**config.mk**
```make
export PLATFORM = sky130hd
export DESIGN_NAME = uart_rx_fifo
export DESIGN_NICKNAME = d
export VERILOG_FILES = /design/src/rtl/uart_rx_fifo.sv
export SDC_FILE = /design/constraint.sdc
export NUM_CORES = 1
export LEC_CHECK = 0
export BUFFER_PORTS_ARGS = -buffer_cell sky130_fd_sc_hd__buf_2
export CORE_AREA = 2 2 144 146
export DETAILED_ROUTE_END_ITERATION = 7
export DIE_AREA = 0 0 146 148
export GPL_ROUTABILITY_DRIVEN = 0
export PLACE_DENSITY = 0.46
export SETUP_SLACK_MARGIN = 0.3
export SLEW_MARGIN = 5
export SYNTH_ARGS = -nofsm -noshare
export SYNTH_HDL_FRONTEND = slang
export SYNTH_SLANG_ARGS = --single-unit
```
**constraint.sdc**
```tcl
create_clock -name clock_out -period 2.45 [get_ports clock_out]
set_input_delay 0.245 -clock clock_out [delete_from_list [all_inputs] [get_ports clock_out]]
set_output_delay 0.245 -clock clock_out [all_outputs]
set_load 0.005 [all_outputs]
```
**src/rtl/uart_rx_fifo.sv**
```systemverilog
// rtl/uart_rx_fifo.sv - receive FIFO behind a UART receiver, fed by its frame-complete strobe
//
// Purpose: each rx_ready_in high pulse stores one byte; a consumer drains bytes
// first-word fall-through with a valid/ready handshake.
//
// Ports:
//   clock_out     in   block clock (UART oversampling clock), rising edge
//   nreset        in   asynchronous active-low reset
//   rx_ready_in   in   frame-complete level from the receiver (may be asynchronous)
//   rx_data_in    in   received byte, stable from rx_ready_in fall to the next stop bit
//   clear         in   synchronous flush of contents and overflow flag
//   ready_in      in   consumer accepts data_out this cycle
//   valid_out     out  data_out holds a stored byte
//   data_out      out  oldest stored byte
//   count_out     out  occupancy, 0..DEPTH
//   full_out      out  count_out == DEPTH
//   overflow_out  out  sticky: a byte was dropped because the FIFO was full
module uart_rx_fifo #(
    parameter int  BYTESIZES = 8,
    parameter int  DEPTH     = 16,
    localparam int CW        = $clog2(DEPTH) + 1
) (
    input  logic                 clock_out,
    input  logic                 nreset,
    input  logic                 rx_ready_in,
    input  logic [BYTESIZES-1:0] rx_data_in,
    input  logic                 clear,
    input  logic                 ready_in,
    output logic                 valid_out,
    output logic [BYTESIZES-1:0] data_out,
    output logic [CW-1:0]        count_out,
    output logic                 full_out,
    output logic                 overflow_out
);

    localparam int AW = $clog2(DEPTH);

    logic                 s1_q, s1_d;
    logic                 s2_q, s2_d;
    logic                 d_q, d_d;
    logic [AW-1:0]        wr_ptr_q, wr_ptr_d;
    logic [AW-1:0]        rd_ptr_q, rd_ptr_d;
    logic [CW-1:0]        count_q, count_d;
    logic                 overflow_q, overflow_d;
    logic [BYTESIZES-1:0] mem_q [DEPTH];

    logic                 fall;
    logic                 pop;
    logic                 full;
    logic                 wr_en;

    always_comb begin
        s1_d       = rx_ready_in;
        s2_d       = s1_q;
        d_d        = s2_q;
        wr_ptr_d   = wr_ptr_q;
        rd_ptr_d   = rd_ptr_q;
        count_d    = count_q;
        overflow_d = overflow_q;
        wr_en      = 1'b0;

        // Falling edge of the synchronized strobe: one event per pulse,
        // however long the stop bit lasts.
        fall = d_q & ~s2_q;
        full = (count_q == CW'(DEPTH));
        pop  = (count_q != '0) & ready_in;

        if (clear) begin
            // Clear wins over a coincident push or pop; a discarded push
            // does not count as an overflow.
            wr_ptr_d   = '0;
            rd_ptr_d   = '0;
            count_d    = '0;
            overflow_d = 1'b0;
        end else begin
            // A pop on the same edge frees the slot, so a full FIFO still
            // accepts the byte.
            if (fall && (!full || pop)) begin
                wr_en    = 1'b1;
                wr_ptr_d = wr_ptr_q + AW'(1);
            end else if (fall) begin
                overflow_d = 1'b1;
            end

            if (pop) begin
                rd_ptr_d = rd_ptr_q + AW'(1);
            end

            case ({wr_en, pop})
                2'b10:   count_d = count_q + CW'(1);
                2'b01:   count_d = count_q - CW'(1);
                default: count_d = count_q;
            endcase
        end
    end

    always_ff @(posedge clock_out or negedge nreset) begin
        if (!nreset) begin
            s1_q       <= 1'b0;
            s2_q       <= 1'b0;
            d_q        <= 1'b0;
            wr_ptr_q   <= '0;
            rd_ptr_q   <= '0;
            count_q    <= '0;
            overflow_q <= 1'b0;
        end else begin
            s1_q       <= s1_d;
            s2_q       <= s2_d;
            d_q        <= d_d;
            wr_ptr_q   <= wr_ptr_d;
            rd_ptr_q   <= rd_ptr_d;
            count_q    <= count_d;
            overflow_q <= overflow_d;
        end
    end

    // Storage carries no reset; validity is tracked by count_q alone.
    always_ff @(posedge clock_out) begin
        if (wr_en) begin
            mem_q[wr_ptr_q] <= rx_data_in;
        end
    end

    assign valid_out    = (count_q != '0);
    assign data_out     = mem_q[rd_ptr_q];
    assign count_out    = count_q;
    assign full_out     = full;
    assign overflow_out = overflow_q;

endmodule

```
==> results.cfg, run 1 <==
[status]
status = finished, violations left
violations = negative setup slack

[route]
postRouteAntennaNets = 0
drc_errors = 0
avgViaCountPerCell = 4.57
first_iter_violations = 212
avgRoutedWirePerCell_microns = 18.9
drtPass1Iterations = 6
routed_wl_mm = 12.3
vias = 2969

[logic_synthesis]
synthAdderAreaFrac = 0.0204
synth_compound_area_frac = 0.0213
synth_top_family_by_area = multiplexers
synth_xor_area_frac = 0.0134
syn_nets = 321
yosys.area_share.simple = 0.0485
synth_edf_count = 128
ys_warn_count = 0
ys.flop_type = edfxtp_1
async_flop_share = 0.117
yosys-mux-area-fraction = 0.156
syn_area_sq_um = 5880
syn_avg_cell_area_sq_um = 19.7
synthDistinctLibCells = 37
ys_seq_area_frac = 0.726
ys_ff_latch = 145
syn-instance-count = 299

[floorplan]
start_util = 0.294
ios = 29
die_y_microns = 148
rows = 52
core-area_sq_um = 20000
dieWidth_microns = 146
die_area_sq_um = 21600

[run]
drv_cap = 0

[cells_and_area]
n_fill_cell = 1900
finalNetCount = 389
mostFrequentLayoutCell = edfxtp_1
final_util = 0.366
finalInstanceArea_sq_um = 7340
diodes = 0
areaGrowthSynthToFinish_pct = 24.8
layout_common_cells = 128 x edfxtp_1, 40 x mux4_2, 30 x buf_4, 29 x nor2_1, 27 x buf_2
multi_input_area_sq_um = 1620
layout.area.seq_sq_um = 4270
layout-drive-gt1-share = 0.416

[timing]
min_period_over_period = 1.02
rsz0062_at_grt = true
finalHoldViolations = 0
setup_tns_ns = -0.119
holdWs_ns = 0.162
slew-limit-headroom = 0.617
final_max_slew_viol_count = 0
max_freq_mhz = 401
layout_min_cycle_time_ns = 2.50
final.setup_skew_ns = 0.00972
layout_setup_ws_ns = -0.0453
worstMarginPinSlew_ns = 0.574
finalSetupViolCount = 4

[setup_path]
path_cells = buf_12 -> mux4_2 -> mux4_2 -> buf_6
path_class = reg -> out
cp_data_arrival_time_ns = 2.25
crit_slowest_cell = mux4_2
critPathMaxStageDelay_ns = 0.54
crit_path_start_kind = flop
cp_max_fo = 17
cpMostUsedCell = mux4_2
crit_path_end_kind = output pin
required_ns = 2.20

[power]
comb_power_share = 0.172
peakVddDrop_v = 0.000408
power_mw = 6.80
p_leak_nw = 2.47
switching_share = 0.239
clock_power_share = 0.417
p_int_mw = 5.18
p_seq_frac = 0.411
power.density_nw_per_um2 = 927
switchingPower_mw = 1.62

[place]
io_buffers = 28
hpwl_mm = 7.85
dpl_cell_area_sq_um = 6560

[grt]
antenna_found_initial = 0
grtUsageTotal = 0.120
grt_pass1_wl_mm = 18.7
gr-total-overflow = 0
grt_max_degree = 22
first_global_vias = 3018

[hold_path]
hp-class = in -> reg

[clock_tree]
htree_levels = 4
cts-root-buf = clkbuf_16
cts_buffers = 17
cts.sinks = 145
clk_pin_slew_ns = 0.06
ctsLongestPathBuffers = 2
tritoncts = done
worstSkewPairLatency_ns = 0.42
[logic make-up (layout without fill, tap and decap cells)]
kind of cell	after synthesis	after routing
flip-flops	145	145
AO/OA/AOI/OAI	16	16
buffers and inverters	20	101
AND/OR/NAND/NOR	59	59
multiplexers	41	41
adder cells (fa/ha/maj)	9	9
XOR/XNOR	9	9
[metrics by stage]
| step | worst slack (ns) | instances |
|---|---|---|
| CTS | -0.0870 | 648 |
| global route | -0.113 | 650 |
| detailed placement | 0.170 | 612 |
| global placement | 0.304 | 612 |
| floorplan | 0.154 | 299 |
| finish | -0.0453 | 650 |
[per-layer routing]
metal / routed length [microns] / up-vias / global-route usage
met4: 216 / 0 / 0.0422
met3: 393 / 12 / 0.0306
met2: 5910 / 50 / 0.184
met5: 0 / - / 0
li1: - / 1328 / -
met1: 5760 / 1579 / 0.166
[synthesized netlist by cell type, types with 2 or more instances]
| library cell | instances | share of area |
|---|---|---|
| inv_1 | 7 | 0.0045 |
| nor3_1 | 2 | 0.0017 |
| edfxtp_1 | 128 | 0.65 |
| dfrtp_1 | 17 | 0.072 |
| a21oi_1 | 7 | 0.0060 |
| buf_2 | 2 | 0.0017 |
| ha_1 | 8 | 0.017 |
| buf_4 | 3 | 0.0038 |
| a31oi_1 | 2 | 0.0021 |
| xor2_1 | 6 | 0.0089 |
| nand2_1 | 13 | 0.0083 |
| clkbuf_1 | 5 | 0.0032 |
| nand4_1 | 2 | 0.0021 |
| nor2_1 | 30 | 0.019 |
| xnor2_1 | 3 | 0.0045 |
| a211oi_1 | 2 | 0.0026 |
| buf_1 | 3 | 0.0019 |
| mux4_2 | 40 | 0.15 |
[power by group through the flow]
stage,clock network (mW),registers (mW),logic [mW]
after global routing,3.01,2.80,1.28
after CTS,2.90,2.79,1.09
after global placement,0,2.84,1.07
after floorplan,0,2.84,0.724
final,2.84,2.80,1.17
after detailed placement,0,2.85,1.06
[path summary, 6_finish.rpt]
path / start / endpoint / slack [ns] / depth (start not counted)
min in group asynchronous: nreset / wr_ptr_q[3] / 0.30 / 2
worst max register to register: count_out[1] / count_out[4] / 0.35 / 9
worst min-delay path: ready_in / rd_ptr_q[1] / 0.16 / 4
worst min register to register: s1_q / d_d / 0.36 / 0
max in group asynchronous: nreset / count_out[3] / 1.83 / 2
worst max-delay path: rd_ptr_q[0] / data_out[1] / -0.05 / 4
[layout make-up]
cell class	instances	area share
Timing Repair Buffer	62	0.0588
Clock buffer	17	0.0580
Sequential cell	145	0.582
Multi-Input combinational cell	134	0.220
Inverter	7	0.00392
Tap cell	270	0.0460
Clock inverter	15	0.0310
[repair_timing]
action | in CTS | in global routing
pin swaps | 3 | 7
endpoints found under the hold margin | 18 | 0
setup buffers | 2 | 2
gates resized for setup | 2 | 12
hold buffers | 2 | 0
endpoints found under the setup margin | 15 | 10
[sequential cells by signal, summed over array words and instances (netlist names)]
register      cells
mem_q           128
count_out         5
rd_ptr_q          4
wr_ptr_q          4
d_d               1
d_q               1
overflow_out      1
s1_q              1
[critical path, delay by kind of cell (launching register included)]
kind	cells	cell delay [ns]
buffers and inverters	2	0.34
flip-flops	1	0.41
multiplexers	2	1.07
(Power assumes the default switching activity.)
==> inputs of run 2 (changes only) <==
--- a/config.mk
+++ b/config.mk
@@ -6,11 +6,12 @@
 export NUM_CORES = 1
 export LEC_CHECK = 0
 export BUFFER_PORTS_ARGS = -buffer_cell sky130_fd_sc_hd__buf_2
-export CORE_AREA = 2 2 144 146
+export CORE_AREA = 2 2 118 120
 export DETAILED_ROUTE_END_ITERATION = 7
-export DIE_AREA = 0 0 146 148
+export DIE_AREA = 0 0 120 122
 export GPL_ROUTABILITY_DRIVEN = 0
-export PLACE_DENSITY = 0.46
+export PLACE_DENSITY = 0.63
+export RECOVER_POWER = 50
 export SETUP_SLACK_MARGIN = 0.3
 export SLEW_MARGIN = 5
 export SYNTH_ARGS = -nofsm -noshare
==> run 2 against run 1 <==
Highest routed layer unchanged. Power fell by 6.6%. Setup slack improved by 0.0060 ns. Via count rose by 0.34%. Die area fell by 32%. Sequential share of layout area rose by 1.4 points. Maximum frequency rose by 0.24%. Register-to-register slack barely moved. Sequential power barely moved. Global-route usage rose by 4.6 points. Critical endpoint is now data_out[6]. Clock power fell by 18%. The flow still finishes with violations (negative setup slack).
==> results.cfg, run 2 (synthesis results as in run 1) <==
[status]
status = finished, violations left
violations = negative setup slack

[hold_path]
hp-class = in -> reg

[clock_tree]
clk_pin_slew_ns = 0.06
worstSkewPairLatency_ns = 0.41
tritoncts = done
cts_buffers = 17
htree_levels = 4
cts-root-buf = clkbuf_16
ctsLongestPathBuffers = 2
cts.sinks = 145

[route]
first_iter_violations = 256
postRouteAntennaNets = 0
vias = 2979
avgRoutedWirePerCell_microns = 20.3
avgViaCountPerCell = 5.25
routed_wl_mm = 11.5
drtPass1Iterations = 5
drc_errors = 0

[grt]
antenna_found_initial = 1
grtUsageMet1 = 0.213
top_usage_layer = met2
gr-total-overflow = 0
grt_pass1_wl_mm = 17.4
grtUsageTotal = 0.166
met3_usage = 0.0435
grt_max_degree = 33
gr-usage-met2 = 0.275
first_global_vias = 2926

[timing]
finalHoldViolations = 0
final.setup_skew_ns = 0.00817
max_freq_mhz = 402
layout_min_cycle_time_ns = 2.49
finalSetupViolCount = 6
rsz0062_at_grt = true
slew-limit-headroom = 0.364
final_max_slew_viol_count = 0
worstMarginPinSlew_ns = 0.953
min_period_over_period = 1.02
layout_setup_ws_ns = -0.0393

[setup_path]
rrSetupSlack_ns = 0.36
cp_max_fo = 10
required_ns = 2.20
crit_path_end_kind = output pin
cp_data_arrival_time_ns = 2.24
crit_path_start_kind = flop
path_class = reg -> out

[cells_and_area]
areaGrowthSynthToFinish_pct = 21.9
largest_reg_flops = 128
n_fill_cell = 1070
fin_cells = 567
layout_common_cells = 128 x edfxtp_1, 40 x mux4_2, 34 x buf_4, 30 x nor2_1, 18 x clkbuf_16
layout-drive-gt1-share = 0.386
finalInstanceArea_sq_um = 7170
top_register = mem_q
mostFrequentLayoutCell = edfxtp_1
finalNetCount = 395

[power]
comb_power_share = 0.188
p_seq_frac = 0.443
peakVddDrop_v = 0.000575
p_int_mw = 4.78
power.density_nw_per_um2 = 886
switchingPower_mw = 1.57
clock_power_share = 0.369
p_leak_nw = 2.41
switching_share = 0.248

[place]
hpwl_mm = 7.51
io_buffers = 28
dp_cells = 523
dpl_cell_area_sq_um = 6470
detailedPlace.worstSlack_ns = 0.221

[run]
drv_cap = 0

[floorplan]
dieWidth_microns = 120
ios = 29
start_util = 0.436
die_y_microns = 122
rows = 43
die_area_sq_um = 14600
core-area_sq_um = 13500
run 2: changes by cell type in the layout (fill, tap and decap cells not counted), sizes merged:
cell	before	now
clkbuf	17	28
clkinv	3	9
buf	60	55
inv	13	8
bufinv	5	1
clkinvlp	1	4
diode	0	1
run 2: metal layers:
layer | wire (microns) | share of wire | up-vias
met3 | 350 | 0.030 | 14
met1 | 5050 | 0.44 | 1562
met5 | 0 | 0 | -
met2 | 5900 | 0.51 | 62
li1 | - | - | 1341
met4 | 190 | 0.017 | 0
run 2: area by class of cell:
cell class                 count  area [sq um]  share of cell area
sequential                   145          4270               0.596
timing repair buffer          68           494              0.0689
inverter                       7          28.8             0.00401
multi-input combinational    134          1600               0.223
clock buffer                  17           425              0.0593
clock inverter                15           120              0.0167
antenna                        1          2.50            0.000349
tap                          180           225              0.0314
run 2: power by group through the flow:
stage / registers, mW / clock network, mW / logic [mW]
2_1_floorplan: 2.84 / 0 / 0.724
3_3_place_gp: 2.85 / 0 / 1.03
3_5_place_dp: 2.86 / 0 / 1.04
4_1_cts: 2.80 / 2.39 / 1.08
5_1_grt: 2.82 / 2.50 / 1.29
6_report: 2.81 / 2.34 / 1.19
run 2: critical path: stages, from the launching register on:
cell	delay, ns
dfrtp_2	0.46
buf_12	0.18
mux4_2	0.51
mux4_2	0.52
buf_6	0.14
run 2: what timing repair did:
action                                  in CTS  in global routing
endpoints found under the setup margin      10                 31
gates cloned                                 0                  1
pin swaps                                    2                  7
endpoints found under the hold margin       18                  0
hold buffers                                 2                  0
setup buffers                                3                  5
gates resized for setup                      2                  9
run 2: path summary, 6_finish.rpt:
| path | startpoint | to | depth (start not counted) |
|---|---|---|---|
| min | ready_in | rd_ptr_q[1] | 4 |
| max in group asynchronous | nreset | count_out[3] | 2 |
| max | rd_ptr_q[0] | data_out[6] | 4 |
| max reg2reg | count_out[2] | count_out[4] | 10 |
| min reg2reg | s1_q | d_d | 0 |
| min in group asynchronous | nreset | overflow_out | 2 |
run 2: through the flow:
stage / TNS, ns / hold slack, ns / util / power, mW
floorplan: 0 / -0.0506 / - / 3.56
global placement: 0 / 0.190 / 0.479 / 3.88
detailed placement: 0 / 0.194 / 0.479 / 3.90
CTS: -0.241 / 0.141 / 0.523 / 6.27
global route: -0.676 / 0.195 / 0.531 / 6.61
finish: -0.139 / 0.164 / 0.531 / 6.35
==> inputs of run 3 (changes only) <==
--- a/config.mk
+++ b/config.mk
@@ -7,10 +7,11 @@
 export LEC_CHECK = 0
 export BUFFER_PORTS_ARGS = -buffer_cell sky130_fd_sc_hd__buf_2
 export CORE_AREA = 2 2 118 120
+export CTS_BUF_LIST = sky130_fd_sc_hd__clkbuf_4
 export DETAILED_ROUTE_END_ITERATION = 7
 export DIE_AREA = 0 0 120 122
 export GPL_ROUTABILITY_DRIVEN = 0
-export PLACE_DENSITY = 0.63
+export PLACE_DENSITY = 0.72
 export RECOVER_POWER = 50
 export SETUP_SLACK_MARGIN = 0.3
 export SLEW_MARGIN = 5
==> run 3 against run 2 <==
Register-to-register slack worse by 0.15 ns. Power is 12% lower. The flow still finishes with violations (negative setup slack). Critical path type unchanged. Critical endpoint is now data_out[3]. Non-clock buffer count is 10 higher. Maximum frequency is 6.7% lower. Sequential share of layout area is 1.0 points higher. Hold slack worse by 0.034 ns. Final area is 1.7% lower.
==> results.cfg, run 3 (synthesis results as in run 1) <==
[setup_path]
crit_path_start_kind = flop
r2r_start = count_out[0]
required_ns = 2.20
crit_path_end_kind = output pin
path_class = reg -> out
rr_endpoint = count_out[4]
cp_max_fo = 5
cp_data_arrival_time_ns = 2.42
reg2reg_depth = 10
rrSetupSlack_ns = 0.21

[clock_tree]
cts.sinks = 145
cts_buffers = 17
ctsLongestPathBuffers = 2
worstSkewPairLatency_ns = 0.55
cts-root-buf = clkbuf_4
clk_pin_slew_ns = 0.14
htree_levels = 4
tritoncts = done

[floorplan]
rows = 43
start_util = 0.436
dieWidth_microns = 120
ios = 29
die_y_microns = 122
die_area_sq_um = 14600
core-area_sq_um = 13500

[hold_path]
min_to = count_out[4]
hold_depth = 3
hold_start = clear
hp-class = in -> reg

[timing]
finalSetupViolCount = 8
final_max_slew_viol_count = 0
min_period_over_period = 1.09
layout_setup_ws_ns = -0.219
slew-limit-headroom = 0.391
final.setup_skew_ns = 0.0283
rsz0062_at_grt = true
layout_min_cycle_time_ns = 2.67
worstMarginPinSlew_ns = 0.914
max_freq_mhz = 375
finalHoldViolations = 0

[power]
p_leak_nw = 2.37
peakVddDrop_v = 0.000270
power.density_nw_per_um2 = 797
power_mw = 5.62

[cells_and_area]
largest_reg_flops = 128
layout_common_cells = 128 x edfxtp_1, 40 x mux4_2, 38 x buf_4, 30 x nor2_1, 19 x buf_2
areaGrowthSynthToFinish_pct = 19.8
finalNetCount = 405
mostFrequentLayoutCell = edfxtp_1
final_util = 0.522
top_register = mem_q
layout-drive-gt1-share = 0.412

[place]
hpwl_mm = 7.34
io_buffers = 28

[grt]
gr-total-overflow = 0
first_global_vias = 3148
antenna_found_initial = 1
grt_pass1_wl_mm = 17.9
grtUsageTotal = 0.170
grt_max_degree = 29

[route]
first_iter_violations = 251
postRouteAntennaNets = 0
drtPass1Iterations = 5
avgViaCountPerCell = 5.32
vias = 3072
drc_errors = 0
routed_wl_mm = 11.7
avgRoutedWirePerCell_microns = 20.2

[run]
drv_cap = 0

[status]
violations = negative setup slack
status = finished, violations left
run 3: through the flow:
| stage | setup TNS [ns] | setup slack [ns] | hold slack [ns] | area, sq um | instances |
|---|---|---|---|---|---|
| 5_1_grt | -2.46 | -0.347 | 0.110 | 7050 | 577 |
| 4_1_cts | -1.97 | -0.277 | 0.0229 | 6960 | 573 |
| 6_report | -1.62 | -0.219 | 0.130 | 7050 | 577 |
| 2_1_floorplan | 0 | 0.154 | -0.0506 | 5910 | 299 |
| 3_3_place_gp | 0 | 0.283 | 0.188 | 6490 | 526 |
| 3_5_place_dp | 0 | 0.208 | 0.190 | 6490 | 526 |
run 3: critical path: stages (launching register included):
cell and delay [ns]:
dfrtp_2 0.47, buf_12 0.15, buf_12 0.12, mux4_2 0.52, mux4_2 0.49, buf_2 0.14
run 3: layer usage:
layer | wire, microns | part of all wire | up-vias | track usage
met5 | 0 | 0 | - | 0
met4 | 112 | 0.0096 | 0 | 0.0529
met3 | 541 | 0.046 | 10 | 0.0370
met2 | 6260 | 0.54 | 95 | 0.291
met1 | 4740 | 0.41 | 1604 | 0.219
li1 | - | - | 1363 | -
run 3: worst max path at each step:
stage / startpoint / end / cells past startpoint
detailed placement: count_out[0] / count_out[4] / 9
global route: rd_ptr_q[0] / data_out[3] / 5
finish: rd_ptr_q[0] / data_out[3] / 5
CTS: rd_ptr_q[0] / data_out[5] / 5
floorplan: count_out[1] / count_out[4] / 10
global placement: rd_ptr_q[0] / data_out[0] / 4
run 3: timing repair:
item | CTS | global route
pin swaps | 2 | 10
setup buffers | 10 | 3
endpoints found under the setup margin | 10 | 10
gates cloned | 2 | 0
hold buffers | 3 | 0
endpoints found under the hold margin | 19 | 0
gates resized for setup | 6 | 12
run 3: final cells by class:
cell class / instances / area [sq um]
clock inverters: 15 / 158
inverters: 7 / 28.8
clock buffers: 17 / 128
well taps: 180 / 225
multi-input cells: 134 / 1620
diodes: 1 / 2.50
flip-flops and latches: 145 / 4270
repair buffers: 78 / 613
fillers: 1042 / 6460
run 3: report_power, final:
part           internal (mW)  leakage (nW)  total [mW]  switching, mW
Combinational          0.748         0.850        1.34          0.595
Clock                  0.612         0.148        1.48          0.869
Sequential              2.74          1.37        2.79         0.0559
Total                   4.10          2.37        5.62           1.52
